===== config.mk =====
export PLATFORM = sky130hd
export DESIGN_NAME = decoder_2x4_stream_flat
export DESIGN_NICKNAME = d
export VERILOG_FILES = /design/src/rtl/decoder_2x4_stream_if.sv /design/src/rtl/decoder_2x4_stream.sv /design/src/flat_wrapper.sv
export SDC_FILE = /design/constraint.sdc
export NUM_CORES = 1
export LEC_CHECK = 0
export CAP_MARGIN = 5
export CORE_AREA = 4 4 71 73
export CTS_CLUSTER_SIZE = 28
export DETAILED_ROUTE_END_ITERATION = 6
export DIE_AREA = 0 0 75 77
export PLACE_DENSITY_LB_ADDON = 0.15
export SLEW_MARGIN = 10
export SYNTH_ARGS = -nofsm -noshare
export SYNTH_HDL_FRONTEND = slang
export SYNTH_SLANG_ARGS = --single-unit

===== constraint.sdc =====
create_clock -name clk -period 3.73 [get_ports clk]
set_clock_uncertainty 0.05 [all_clocks]
set_input_delay 0.373 -clock clk [delete_from_list [all_inputs] [get_ports clk]]
set_output_delay 0.373 -clock clk [all_outputs]
set_load 0.03 [all_outputs]

===== src/rtl/decoder_2x4_stream_if.sv =====
// Handshake bundle for the streaming binary-to-one-hot decoder.
// The slave side is the decoder; the master side drives codes and consumes one-hot words.
interface decoder_2x4_stream_if #(
    parameter int CODE_W = 2,
    parameter int DEPTH  = 2,
    parameter int CNT_W  = 16
) ();
    localparam int OH_W  = 1 << CODE_W;
    localparam int LVL_W = $clog2(DEPTH) + 1;

    logic [CODE_W-1:0] in_code;
    logic              in_valid;
    logic              in_ready;
    logic [OH_W-1:0]   out_onehot;
    logic              out_valid;
    logic              out_ready;
    logic [CNT_W-1:0]  count;
    logic [LVL_W-1:0]  level;

    modport slave (
        input  in_code, in_valid, out_ready,
        output in_ready, out_onehot, out_valid, count, level
    );

    modport master (
        output in_code, in_valid, out_ready,
        input  in_ready, out_onehot, out_valid, count, level
    );
endinterface


===== src/rtl/decoder_2x4_stream.sv =====
// Decodes accepted binary codes to one-hot words and queues them in a DEPTH-entry FIFO.
// First-word latency is one cycle; in_ready depends only on registered occupancy.
module decoder_2x4_stream #(
    parameter int CODE_W = 2,
    parameter int DEPTH  = 2,
    parameter int CNT_W  = 16
) (
    input logic                 clk,
    input logic                 rst,
    decoder_2x4_stream_if.slave bus
);
    localparam int OH_W  = 1 << CODE_W;
    localparam int PTR_W = $clog2(DEPTH);
    localparam int LVL_W = PTR_W + 1;

    logic [OH_W-1:0]  mem_q [DEPTH];
    logic [PTR_W-1:0] rd_ptr_q, rd_ptr_d;
    logic [PTR_W-1:0] wr_ptr_q, wr_ptr_d;
    logic [LVL_W-1:0] level_q, level_d;
    logic [CNT_W-1:0] count_q, count_d;
    logic             in_ready, out_valid, accept, pop;

    assign in_ready  = level_q < LVL_W'(DEPTH);
    assign out_valid = level_q != '0;
    assign accept    = bus.in_valid & in_ready;
    assign pop       = bus.out_ready & out_valid;

    assign bus.in_ready   = in_ready;
    assign bus.out_valid  = out_valid;
    // Masking keeps stale or never-written storage off the output.
    assign bus.out_onehot = out_valid ? mem_q[rd_ptr_q] : '0;
    assign bus.count      = count_q;
    assign bus.level      = level_q;

    always_comb begin
        rd_ptr_d = rd_ptr_q;
        wr_ptr_d = wr_ptr_q;
        level_d  = level_q;
        count_d  = count_q;
        if (accept) begin
            wr_ptr_d = wr_ptr_q + PTR_W'(1);
            count_d  = count_q + CNT_W'(1);
        end
        if (pop) begin
            rd_ptr_d = rd_ptr_q + PTR_W'(1);
        end
        case ({accept, pop})
            2'b10:   level_d = level_q + LVL_W'(1);
            2'b01:   level_d = level_q - LVL_W'(1);
            default: level_d = level_q;
        endcase
    end

    always_ff @(posedge clk or posedge rst) begin
        if (rst) begin
            rd_ptr_q <= '0;
            wr_ptr_q <= '0;
            level_q  <= '0;
            count_q  <= '0;
        end else begin
            rd_ptr_q <= rd_ptr_d;
            wr_ptr_q <= wr_ptr_d;
            level_q  <= level_d;
            count_q  <= count_d;
        end
    end

    always_ff @(posedge clk or posedge rst) begin
        if (rst) begin
            for (int i = 0; i < DEPTH; i++) begin
                mem_q[i] <= '0;
            end
        end else if (accept) begin
            mem_q[wr_ptr_q] <= OH_W'(1) << bus.in_code;
        end
    end
endmodule

===== src/flat_wrapper.sv =====
// flat-port wrapper written by rule: the top's interface ports become plain ports
module decoder_2x4_stream_flat 
#(
    parameter int CODE_W = 2,
    parameter int DEPTH  = 2,
    parameter int CNT_W  = 16
)
  (clk, rst, bus_in_code, bus_in_valid, bus_out_ready, bus_in_ready, bus_out_onehot, bus_out_valid, bus_count, bus_level);
  decoder_2x4_stream_if #(.CODE_W(CODE_W), .DEPTH(DEPTH), .CNT_W(CNT_W)) bus_i ();
  input logic clk;
  input logic rst;
  input wire logic [$bits(bus_i.in_code)-1:0] bus_in_code;
  input wire logic [$bits(bus_i.in_valid)-1:0] bus_in_valid;
  input wire logic [$bits(bus_i.out_ready)-1:0] bus_out_ready;
  output wire logic [$bits(bus_i.in_ready)-1:0] bus_in_ready;
  output wire logic [$bits(bus_i.out_onehot)-1:0] bus_out_onehot;
  output wire logic [$bits(bus_i.out_valid)-1:0] bus_out_valid;
  output wire logic [$bits(bus_i.count)-1:0] bus_count;
  output wire logic [$bits(bus_i.level)-1:0] bus_level;
  assign bus_i.in_code = bus_in_code;
  assign bus_i.in_valid = bus_in_valid;
  assign bus_i.out_ready = bus_out_ready;
  assign bus_in_ready = bus_i.in_ready;
  assign bus_out_onehot = bus_i.out_onehot;
  assign bus_out_valid = bus_i.out_valid;
  assign bus_count = bus_i.count;
  assign bus_level = bus_i.level;
  decoder_2x4_stream #(.CODE_W(CODE_W), .DEPTH(DEPTH), .CNT_W(CNT_W)) u_core (.clk(clk), .rst(rst), .bus(bus_i));
endmodule

# Word-level counts from Yosys, hierarchy flattened
# Index checks and enable logic that the tools add are counted.
dict set report totals {
  register_bits 28
  latch_bits 0
  mem_bits_rw 0
  rom_bits 0
  input_bits 6
  mem_count 0
}
dict set report classes {
  n_addsub 5
  mul 0
  div 0
  n_lt_le_gt_ge 4
  n_eq_ne 2
  n_shift 1
  muxes 8
  bitwise_logic 4
  reduce_logical 3
}
# op count
set ops {}
lappend ops {{2-to-1 mux 4 bit} 5}
lappend ops {{adder 16 x 1 -> 16 bit (second input constant)} 1}
lappend ops {{bitwise mux 8 bit} 1}
lappend ops {{demux 4 bit (select 1 bit)} 1}
lappend ops {{greater-or-equal comparator 2 bit (second input constant)} 2}
lappend ops {{NOT 1 -> 2 bit} 2}
lappend ops {{case mux 2 bit (2 select lines)} 1}
lappend ops {{nonzero test 2 bit} 2}
lappend ops {{<< shifter 1 x 2 -> 4 bit (first input constant)} 1}
lappend ops {{adder 1 bit (second input constant)} 2}
lappend ops {{adder 2 x 1 -> 2 bit (second input constant)} 1}
lappend ops {{AND 1 bit} 2}
lappend ops {{== test 2 x 1 -> 1 bit (second input constant)} 1}
lappend ops {{== test 2 bit (second input constant)} 1}
lappend ops {{less-than comparator 2 x 1 -> 1 bit (second input constant)} 1}
lappend ops {{less-than comparator 2 bit (second input constant)} 1}
lappend ops {{subtractor 2 x 1 -> 2 bit (second input constant)} 1}
lappend ops {{logical AND 1 bit} 1}

# Longest topological paths before layout
# Gate-level depths: netlist of run 1.
dict set report logic_depth {
  word_depth 6
  depth_mapped 6
  ltp_nobuf 6
}

# Least setup slack after synthesis of run 1
# No wires, ideal clock.
dict set report synth_timing {
  kind {register to register}
  startpoint {reg u_core.level_q[1], in the netlist u_core.bus.level[1]}
  endpoint {reg u_core.level_q[1], in the netlist u_core.bus.level[1]}
  arrival_ns 1.445
  t_required_ns 3.548
  setup_slack_ns 2.103
  stages_incl_launch_ff 6
  path_buffers 0
  period_less_slack_ns 1.627
  path_cell_list {dfrtp_1 -> nor2_1 -> nor2b_1 -> ha_1 -> nor2_1 -> xnor2_1}
}
dict set report synth_via {
  elab_chain_cells 4
  word_cells_on_any_way 10
}
# item line
set synth_rtl {}
lappend synth_rtl {{start, declared} decoder_2x4_stream.sv:19} ;# logic [LVL_W-1:0] level_q, level_d;
lappend synth_rtl {{start signal, assigned} decoder_2x4_stream.sv:63} ;# level_q <= level_d;
lappend synth_rtl {{nonzero test 2 bit *} decoder_2x4_stream.sv:24} ;# assign out_valid = level_q != '0;
lappend synth_rtl {{AND 1 bit *} decoder_2x4_stream.sv:26} ;# assign pop = bus.out_ready & out_valid;
lappend synth_rtl {{via u_core.pop} decoder_2x4_stream.sv:21} ;# logic in_ready, out_valid, accept, pop;
lappend synth_rtl {{== test 2 x 1 -> 1 bit / == test 2 bit (equally long branches)} decoder_2x4_stream.sv:47} ;# case ({accept, pop})
lappend synth_rtl {{case mux 2 bit (2 select lines) / nonzero test 2 bit (equally long branches)} n/a}
# Mark *: on every way through the listed nets, which the timed path passes. The rest lies on a longest branch.
# A chain may end at the register's enable or synchronous reset.

# Worst setup path after layout of run 1
dict set report layout_timing {
  startpoint {reg u_core.level_q[1], in the netlist u_core.bus.level[1]}
  endpoint {out bus_out_onehot[3]}
}
dict set report layout_via {
  elab_chain_cells 2
}
# item line
set layout_rtl {}
lappend layout_rtl {{nonzero test 2 bit} decoder_2x4_stream.sv:24}
lappend layout_rtl {{2-to-1 mux 4 bit} decoder_2x4_stream.sv:31} ;# assign bus.out_onehot = out_valid ? mem_q[rd_ptr_q] : '0;
lappend layout_rtl {{end, declared} flat_wrapper.sv:16} ;# output wire logic [$bits(bus_i.out_onehot)-1:0] bus_out_onehot;
# Every way passes these cells.

==> results of run 1 <==
==> layer usage <==
metal  track usage  vias up  share of wire
met5             0        -              0
met4        0.0374        0          0.012
met3        0.0222        4          0.056
met2         0.144       24           0.44
met1         0.140      414           0.49
li1              -      461              -
==> flip-flops by register name (all words and copies together) (netlist names) <==
register,cells
u_core.bus.level,2
u_core.rd_ptr_q,1
u_core.bus.count,16
u_core.wr_ptr_q,1
u_core.mem_q,8
==> layout by cell type (no fill, tap or decap), types with 2 or more instances in the layout <==
cell type,count
clkdlybuf4s50_1,29
nand3_1,3
mux2i_1,4
and3_1,3
xnor2_1,13
nand2_1,24
clkbuf_8,3
o31ai_1,2
nand4_1,4
dfrtp_1,28
nor2_1,10
nand2b_1,3
xor2_1,6
inv_1,3
ha_1,2
o21ai_0,6
==> worst max-delay path: cells and delay by family, from the launching register on <==
family                 cells  cell delay (ps)
buffers and inverters      1              610
flip-flops                 1              460
AND/OR/NAND/NOR            2              470
==> final timing paths <==
| kind | startpoint | endpoint | cells after the start |
|---|---|---|---|
| worst max-delay path | u_core.bus.level[1]$_DFFE_PP0P_ | bus_out_onehot[3] | 3 |
| worst min-delay path | u_core.bus.count[15]$_DFFE_PP0P_ | u_core.bus.count[15]$_DFFE_PP0P_ | 1 |
| worst max register to register | u_core.bus.level[1]$_DFFE_PP0P_ | u_core.bus.level[1]$_DFFE_PP0P_ | 5 |
| worst min register to register | u_core.bus.count[15]$_DFFE_PP0P_ | u_core.bus.count[15]$_DFFE_PP0P_ | 1 |
| max in group asynchronous | rst | u_core.bus.count[4]$_DFFE_PP0P_ | 2 |
| min in group asynchronous | rst | u_core.bus.count[12]$_DFFE_PP0P_ | 2 |
==> power by group through the flow <==
stage / combinational, mW / sequential, mW / clock [mW]
4_1_cts: 0.551 / 0.492 / 0.169
3_3_place_gp: 0.544 / 0.493 / 0
6_report: 0.541 / 0.489 / 0.164
2_1_floorplan: 0.293 / 0.542 / 0
5_1_grt: 0.590 / 0.506 / 0.179
3_5_place_dp: 0.548 / 0.496 / 0
==> cell type report <==
cell class,instances,area (um^2)
repair buffers,29,290
well taps,52,65.1
clock buffers,3,41.3
multi-input cells,87,567
inverters,4,15.0
fillers,421,2680
flip-flops and latches,28,701
==> kinds of logic after synthesis <==
group | count (synthesis) | synth area share
AOI/OAI and AO/OA | 8 | 0.0349
xor gates and xnor gates | 19 | 0.129
adders and majority gates | 2 | 0.0194
buffers and inverters | 6 | 0.0175
DFF | 28 | 0.543
muxes | 4 | 0.0310
and+or+nand+nor | 54 | 0.225
==> impl_metrics.toml, run 1 <==
[pwr]
p_per_area_nw_per_um2 = 711
total_leakage_power_nw = 0.757
p_comb_frac = 0.453
p_sw_uw = 495
p_seq_frac = 0.410
internal_power_uw = 699
power_mw = 1.19
ir_drop_v = 0.000372
switching_share = 0.415
p_clk_frac = 0.138

[final_layout]
nNetsFinal = 161
n_antenna_cell = 0
final_cells = 203
fin_util = 0.386
fin_area_um2 = 1680
syn2layout_area_growth_pct = 30.2
drive_gt1_frac = 0.0530

[timing]
min_period_ps = 2230
holdWs_ps = 427
finalSetupTns_ps = 0
worstMarginPinSlew_ps = 1040
setup_viol = 0
hold_viol_final = 0
fmax_mhz = 449
min_period_over_period = 0.598
slew_headroom = 0.305
rsz0062_at_grt = "no"
maxSlewViolCount = 0
fin_ws_ps = 1500

[synthesis]
netlist_area_um2 = 1290
synth_cell_types = 22
syn_nets = 129
post-synth-top-count-cell = "dfrtp_1"
synth_ff_type = "dfrtp_1"
synth_seq_cells = 28
yosysWarningCount = 0
seq_area_frac_synth = 0.543
synthTopCellsByArea = "dfrtp_1 54%, xnor2_1 8.8%, nand2_1 7.0%"
syn_area_per_cell_um2 = 10.7
synth_edf_count = 0
synthCells = 121
synth_top_area_cell = "dfrtp_1"
synthTopCellsByCount = "28 x dfrtp_1, 24 x nand2_1, 13 x xnor2_1"
synth-async-reset-ratio = 1.00
yosysTopAreaCellShare = 0.543

[clocking]
clkTransAtPathRegs_ps = 90
cts_buffer_depth = 2
cts_max_level = 1
cts.sinks = 28
clock_latency_ps = 270
cts_setup_buffers = 0
cts_made_buffers = 3
postCtsHoldBufs = 0
cts_resized = 0
root_buffer = "clkbuf_8"
cts_tree = "yes"

[die]
start_util = 0.296
core_area_um2 = 4350
die-area_um2 = 5780
rows = 24
die_w_um = 75
dieHeight_um = 77
ioPinCount = 30

[route]
vias_per_cell = 4.45
wl_per_cell_um = 12.7
vias = 903
drtIter0Drc = 42
drc_errors = 0
finalWirelength_um = 2570
ant_nets = 0
drtPass1Iterations = 2

[placement]
port_buffers = 29
placed_area_um2 = 1640
hpwlAfterDp_um = 1870
placed_cells = 200
place_congestion = 0.734
place_worst_setup_slack_ps = 1690

[critical_path]
path_max_fanout = 6
critPathArrivalTime_ps = 1810
startpoint_type = "flip-flop"
cp.required_ps = 3310
crit_type = "flip-flop to output port"
cp_cell_sequence = "nor2_1 -> nor2_1 -> clkdlybuf4s50_1"
cp_slowest_cell = "clkdlybuf4s50_1"
endpoint_kind = "output port"
max_stage_delay_ps = 610
ff2ff_setup_slack_ps = 2060
path_common_cell = "nor2_1"

[global_route]
grt_pass1_wl_um = 4460
grt_use_total = 0.0984
grt_pass1_vias = 926
gr-total-overflow = 0
grt_start_max_net_pins = 29
antenna_found_initial = 0

[outcome]
status = "finished clean"

[run]
max-cap-violations = 0

[hold_path]
hold_path.class = "flip-flop to flip-flop"
Power figures use the tool's default switching activity.
==> run 2: changes to the inputs <==
Clock period 3.73 ns to 1.8 ns, I/O delays scaled along.
==> run 2 against run 1 <==
Sequential share of layout area shrank 1.3 points; clock-buffer cell count is the same; sequential cell count is the same; critical path type unchanged.
==> impl_metrics.toml, run 2 (synthesized netlist as in run 1, its figures left out) <==
[timing]
finalSetupTns_ps = 0
holdWs_ps = 230
maxSlewViolCount = 0
hold_viol_final = 0
min_period_over_period = 0.947
min_period_ps = 1710
slew_headroom = 0.751
fmax_mhz = 586
rsz0062_at_grt = "no"
worstMarginPinSlew_ps = 373
setup_viol = 0

[final_layout]
n_antenna_cell = 0
drive_gt1_frac = 0.0833
syn2layout_area_growth_pct = 34.4
nNetsFinal = 165
largest_reg_flops = 16
fillers = 436
fin_util = 0.398
layout_common_cells = "28 x dfrtp_1, 24 x nand2_1, 22 x clkdlybuf4s50_1"
fin_area_um2 = 1730
layout_commonest_cell = "dfrtp_1"

[critical_path]
max_stage_delay_ps = 720
cp_cell_sequence = "clkdlybuf4s50_1"
timing.rr.end = "u_core.bus.level[1]$_DFFE_PP0P_"
critPathArrivalTime_ps = 1480
cp.required_ps = 1570
startpoint_type = "flip-flop"
cp_slowest_cell = "clkdlybuf4s50_1"
r2r-start = "u_core.bus.level[0]$_DFFE_PP0P_"
endpoint_kind = "output port"
worst-r2r-cell-count = 6
crit_type = "flip-flop to output port"
path_max_fanout = 5
path_buf_inv = 1
cp_top_family = "buffers and inverters"
ff2ff_setup_slack_ps = 280

[die]
die-area_um2 = 5780
rows = 24
start_util = 0.296
die_w_um = 75
ioPinCount = 30
dieHeight_um = 77
core_area_um2 = 4350

[clocking]
cts_buffer_depth = 2
clock_latency_ps = 270
cts_setup_buffers = 0
cts_made_buffers = 3
root_buffer = "clkbuf_8"
cts.sinks = 28
cts_max_level = 1
postCtsHoldBufs = 0
clkTransAtPathRegs_ps = 100
cts_tree = "yes"

[global_route]
grt_start_max_net_pins = 29
grt_pass1_wl_um = 4490
antenna_found_initial = 0
grt_pass1_vias = 952
gr-total-overflow = 0
grt_use_total = 0.0987

[placement]
port_buffers = 29
hpwlAfterDp_um = 1950
placed_area_um2 = 1670
place_congestion = 0.705

[route]
ant_nets = 0
vias_per_cell = 4.49
drtPass1Iterations = 4
wl_per_cell_um = 12.5
finalWirelength_um = 2610
vias = 933
drtIter0Drc = 38
drc_errors = 0

[pwr]
p_seq_frac = 0.381
total_leakage_power_nw = 0.827
internal_power_mw = 1.58
power_mw = 2.62
p_sw_mw = 1.04
ir_drop_v = 0.000747
p_clk_frac = 0.189
switching_share = 0.396
p_comb_frac = 0.430
p_per_area_nw_per_um2 = 1510

[run]
max-cap-violations = 0

[hold_path]
hold_path.class = "input port to asynchronous set/reset pin"

[outcome]
status = "finished clean"
-- run 2: routing by layer --
layer,track usage,wire [um],vias to the layer above
li1,-,-,468
met5,0,0,-
met3,0.0209,137,2
met1,0.144,1260,440
met4,0.0267,14,0
met2,0.146,1200,23
-- run 2: final cells by class --
cell class	instances	area [um^2]	share of cell area
clock inverters	1	30.0	0.0173
multi-input cells	87	567	0.327
clock buffers	3	41.3	0.0238
well taps	52	65.1	0.0375
repair buffers	33	315	0.182
inverters	4	15.0	0.00866
flip-flops and latches	28	701	0.404
-- run 2: per-stage QoR --
step                worst slack [ps]  std cells
finish                          94.8        208
global route                    30.2        208
CTS                             49.5        208
detailed placement               101        204
global placement                 117        204
floorplan                        173        121
-- run 2: worst max path at each step --
stage | startpoint | endpoint | slack, ps | cells past startpoint
after floorplan | u_core.bus.level[1]$_DFFE_PP0P_ | u_core.bus.level[1]$_DFFE_PP0P_ | 170 | 5
after global placement | bus_in_valid | u_core.bus.count[15]$_DFFE_PP0P_ | 120 | 6
after detailed placement | bus_in_valid | u_core.bus.count[15]$_DFFE_PP0P_ | 100 | 6
after CTS | u_core.bus.count[4]$_DFFE_PP0P_ | bus_count[4] | 50 | 1
after global routing | u_core.bus.count[5]$_DFFE_PP0P_ | bus_count[5] | 30 | 1
final | u_core.bus.count[5]$_DFFE_PP0P_ | bus_count[5] | 90 | 1
-- run 2: power by group through the flow --
stage                     Combinational, mW  Sequential, mW  Clock (mW)
after floorplan                       0.607            1.12           0
after global placement                 1.19            1.01           0
after detailed placement               1.20            1.02           0
final                                  1.13           0.998       0.494
after global routing                   1.23            1.03       0.540
after CTS                              1.15            1.00       0.515
-- run 2: timing repair --
action,CTS,global route
endpoints found under the setup margin,6,1
cloned,0,0
resized for setup,6,1
==> run 3: changes to the inputs <==
Clock period 1.8 ns to 1.7 ns, I/O delays scaled along.
==> run 3 against run 2 <==
Sequential cell count stayed put; final cell count grew 1.4%; die area did not move; critical endpoint is now bus_count[0]; utilization up 0.23 points; cell area increased by 0.58%; via count rose by 1.8%; first-iteration DRC count shrank 29%; clock power is 18% lower; combinational power grew 8%; largest power group unchanged; sequential share of layout area shrank 0.16 points.
==> impl_metrics.toml, run 3 (synthesized netlist as in run 1, its figures left out) <==
[outcome]
status = "finished clean"

[final_layout]
layout_commonest_cell = "dfrtp_1"
fillers = 418
n_antenna_cell = 0
drive_gt1_frac = 0.107
layout_common_cells = "27 x dfrtp_1, 24 x nand2_1, 18 x clkdlybuf4s50_1"
syn2layout_area_growth_pct = 35.2
nNetsFinal = 168
largest_reg_flops = 16

[critical_path]
path_buf_inv = 1
startpoint_type = "flip-flop"
worst-r2r-cell-count = 5
cp_slowest_cell = "clkdlybuf4s50_1"
cp.required_ps = 1480
endpoint_kind = "output port"
ff2ff_setup_slack_ps = 160
path_max_fanout = 5
max_stage_delay_ps = 700
crit_type = "flip-flop to output port"
cp_top_family = "buffers and inverters"
critPathArrivalTime_ps = 1400
cp.depth = 1
cp_cell_sequence = "clkdlybuf4s50_1"

[placement]
port_buffers = 29
hpwlAfterDp_um = 1990
place_worst_setup_slack_ps = 72.7
place_congestion = 0.723

[timing]
slew_headroom = 0.751
maxSlewViolCount = 0
holdWs_ps = 216
min_period_ps = 1620
worstMarginPinSlew_ps = 374
fmax_mhz = 617
setup_viol = 0
rsz0062_at_grt = "no"
fin_ws_ps = 78.9
finalSetupTns_ps = 0
min_period_over_period = 0.954
hold_viol_final = 0

[die]
ioPinCount = 30
die-area_um2 = 5780
die_w_um = 75
start_util = 0.296
rows = 24
core_area_um2 = 4350
dieHeight_um = 77

[clocking]
cts_setup_buffers = 0
cts_max_level = 1
root_buffer = "clkbuf_8"
cts_tree = "yes"
postCtsHoldBufs = 0
clkTransAtPathRegs_ps = 90
clock_latency_ps = 270
cts_buffer_depth = 2
cts_made_buffers = 3
cts.sinks = 28

[route]
ant_nets = 0
drc_errors = 0
wl_per_cell_um = 12.9
vias_per_cell = 4.50
finalWirelength_um = 2720
drtIter0Drc = 27
vias = 950
drtPass1Iterations = 4

[global_route]
grt_use_total = 0.103
antenna_found_initial = 0
gr-total-overflow = 0
grt_pass1_vias = 1014
grt_pass1_wl_um = 4720
grt_start_max_net_pins = 29

[pwr]
ir_drop_v = 0.000807
total_leakage_power_nw = 0.854
p_sw_mw = 1.09
p_per_area_nw_per_um2 = 1530
internal_power_mw = 1.59
p_seq_frac = 0.392
p_clk_frac = 0.152
p_comb_frac = 0.457
switching_share = 0.407

[run]
max-cap-violations = 0

[hold_path]
hold_path.class = "input port to asynchronous set/reset pin"
run 3: cell types whose count changed in the layout (fill, tap and decap cells not counted):
cell and delta:
dlymetal6s2s_1 +2, dlygate4sd2_1 +2, clkdlybuf4s50_1 -4, dfrtp_2 +1, bufinv_16 -1, dfrtp_1 -1
clkbuf_8 +1, buf_4 +3
run 3: final cells by class:
cell class              count  area [um^2]  area share
clock buffers               4         55.1      0.0316
repair buffers             36          340       0.195
multi-input cells          87          567       0.325
flip-flops and latches     28          702       0.402
well taps                  52         65.1      0.0373
inverters                   4         15.0     0.00861
run 3: worst paths after layout:
check,to,from
setup / recovery,bus_count[0],u_core.bus.count[0]$_DFFE_PP0P_
hold / removal,u_core.bus.count[14]$_DFFE_PP0P_,rst
setup reg to reg,u_core.bus.count[14]$_DFFE_PP0P_,u_core.bus.level[1]$_DFFE_PP0P_
hold reg to reg,u_core.mem_q[1]$_DFFE_PP0P_,u_core.mem_q[1]$_DFFE_PP0P_
max in group asynchronous,u_core.rd_ptr_q$_DFFE_PP0P_,rst
min in group clk,u_core.mem_q[1]$_DFFE_PP0P_,u_core.mem_q[1]$_DFFE_PP0P_
run 3: repair_timing:
action,CTS,global route
gates resized for setup,8,4
gates cloned,0,0
endpoints found under the setup margin,8,7
run 3: stage by stage:
step	std cells	utilization	cell area [um^2]	power, mW
final	211	0.401	1740	2.68
after global routing	211	0.401	1740	2.87
after CTS	211	0.399	1740	2.72
after detailed placement	207	0.388	1690	2.37
after global placement	207	0.388	1690	2.36
after floorplan	121	-	1290	1.83
run 3: per-layer routing:
layer / vias up / GRT usage / routed length (um)
li1: 474 / - / -
met1: 451 / 0.142 / 1290
met2: 23 / 0.157 / 1260
met3: 2 / 0.0261 / 147
met4: 0 / 0.0338 / 24
met5: - / 0 / 0
run 3: power groups by stage:
stage	clock, mW	sequential [mW]	combinational [mW]
after detailed placement	0	1.06	1.31
final	0.406	1.05	1.22
after global routing	0.450	1.08	1.34
after CTS	0.427	1.05	1.25
after global placement	0	1.05	1.31
after floorplan	0	1.19	0.643
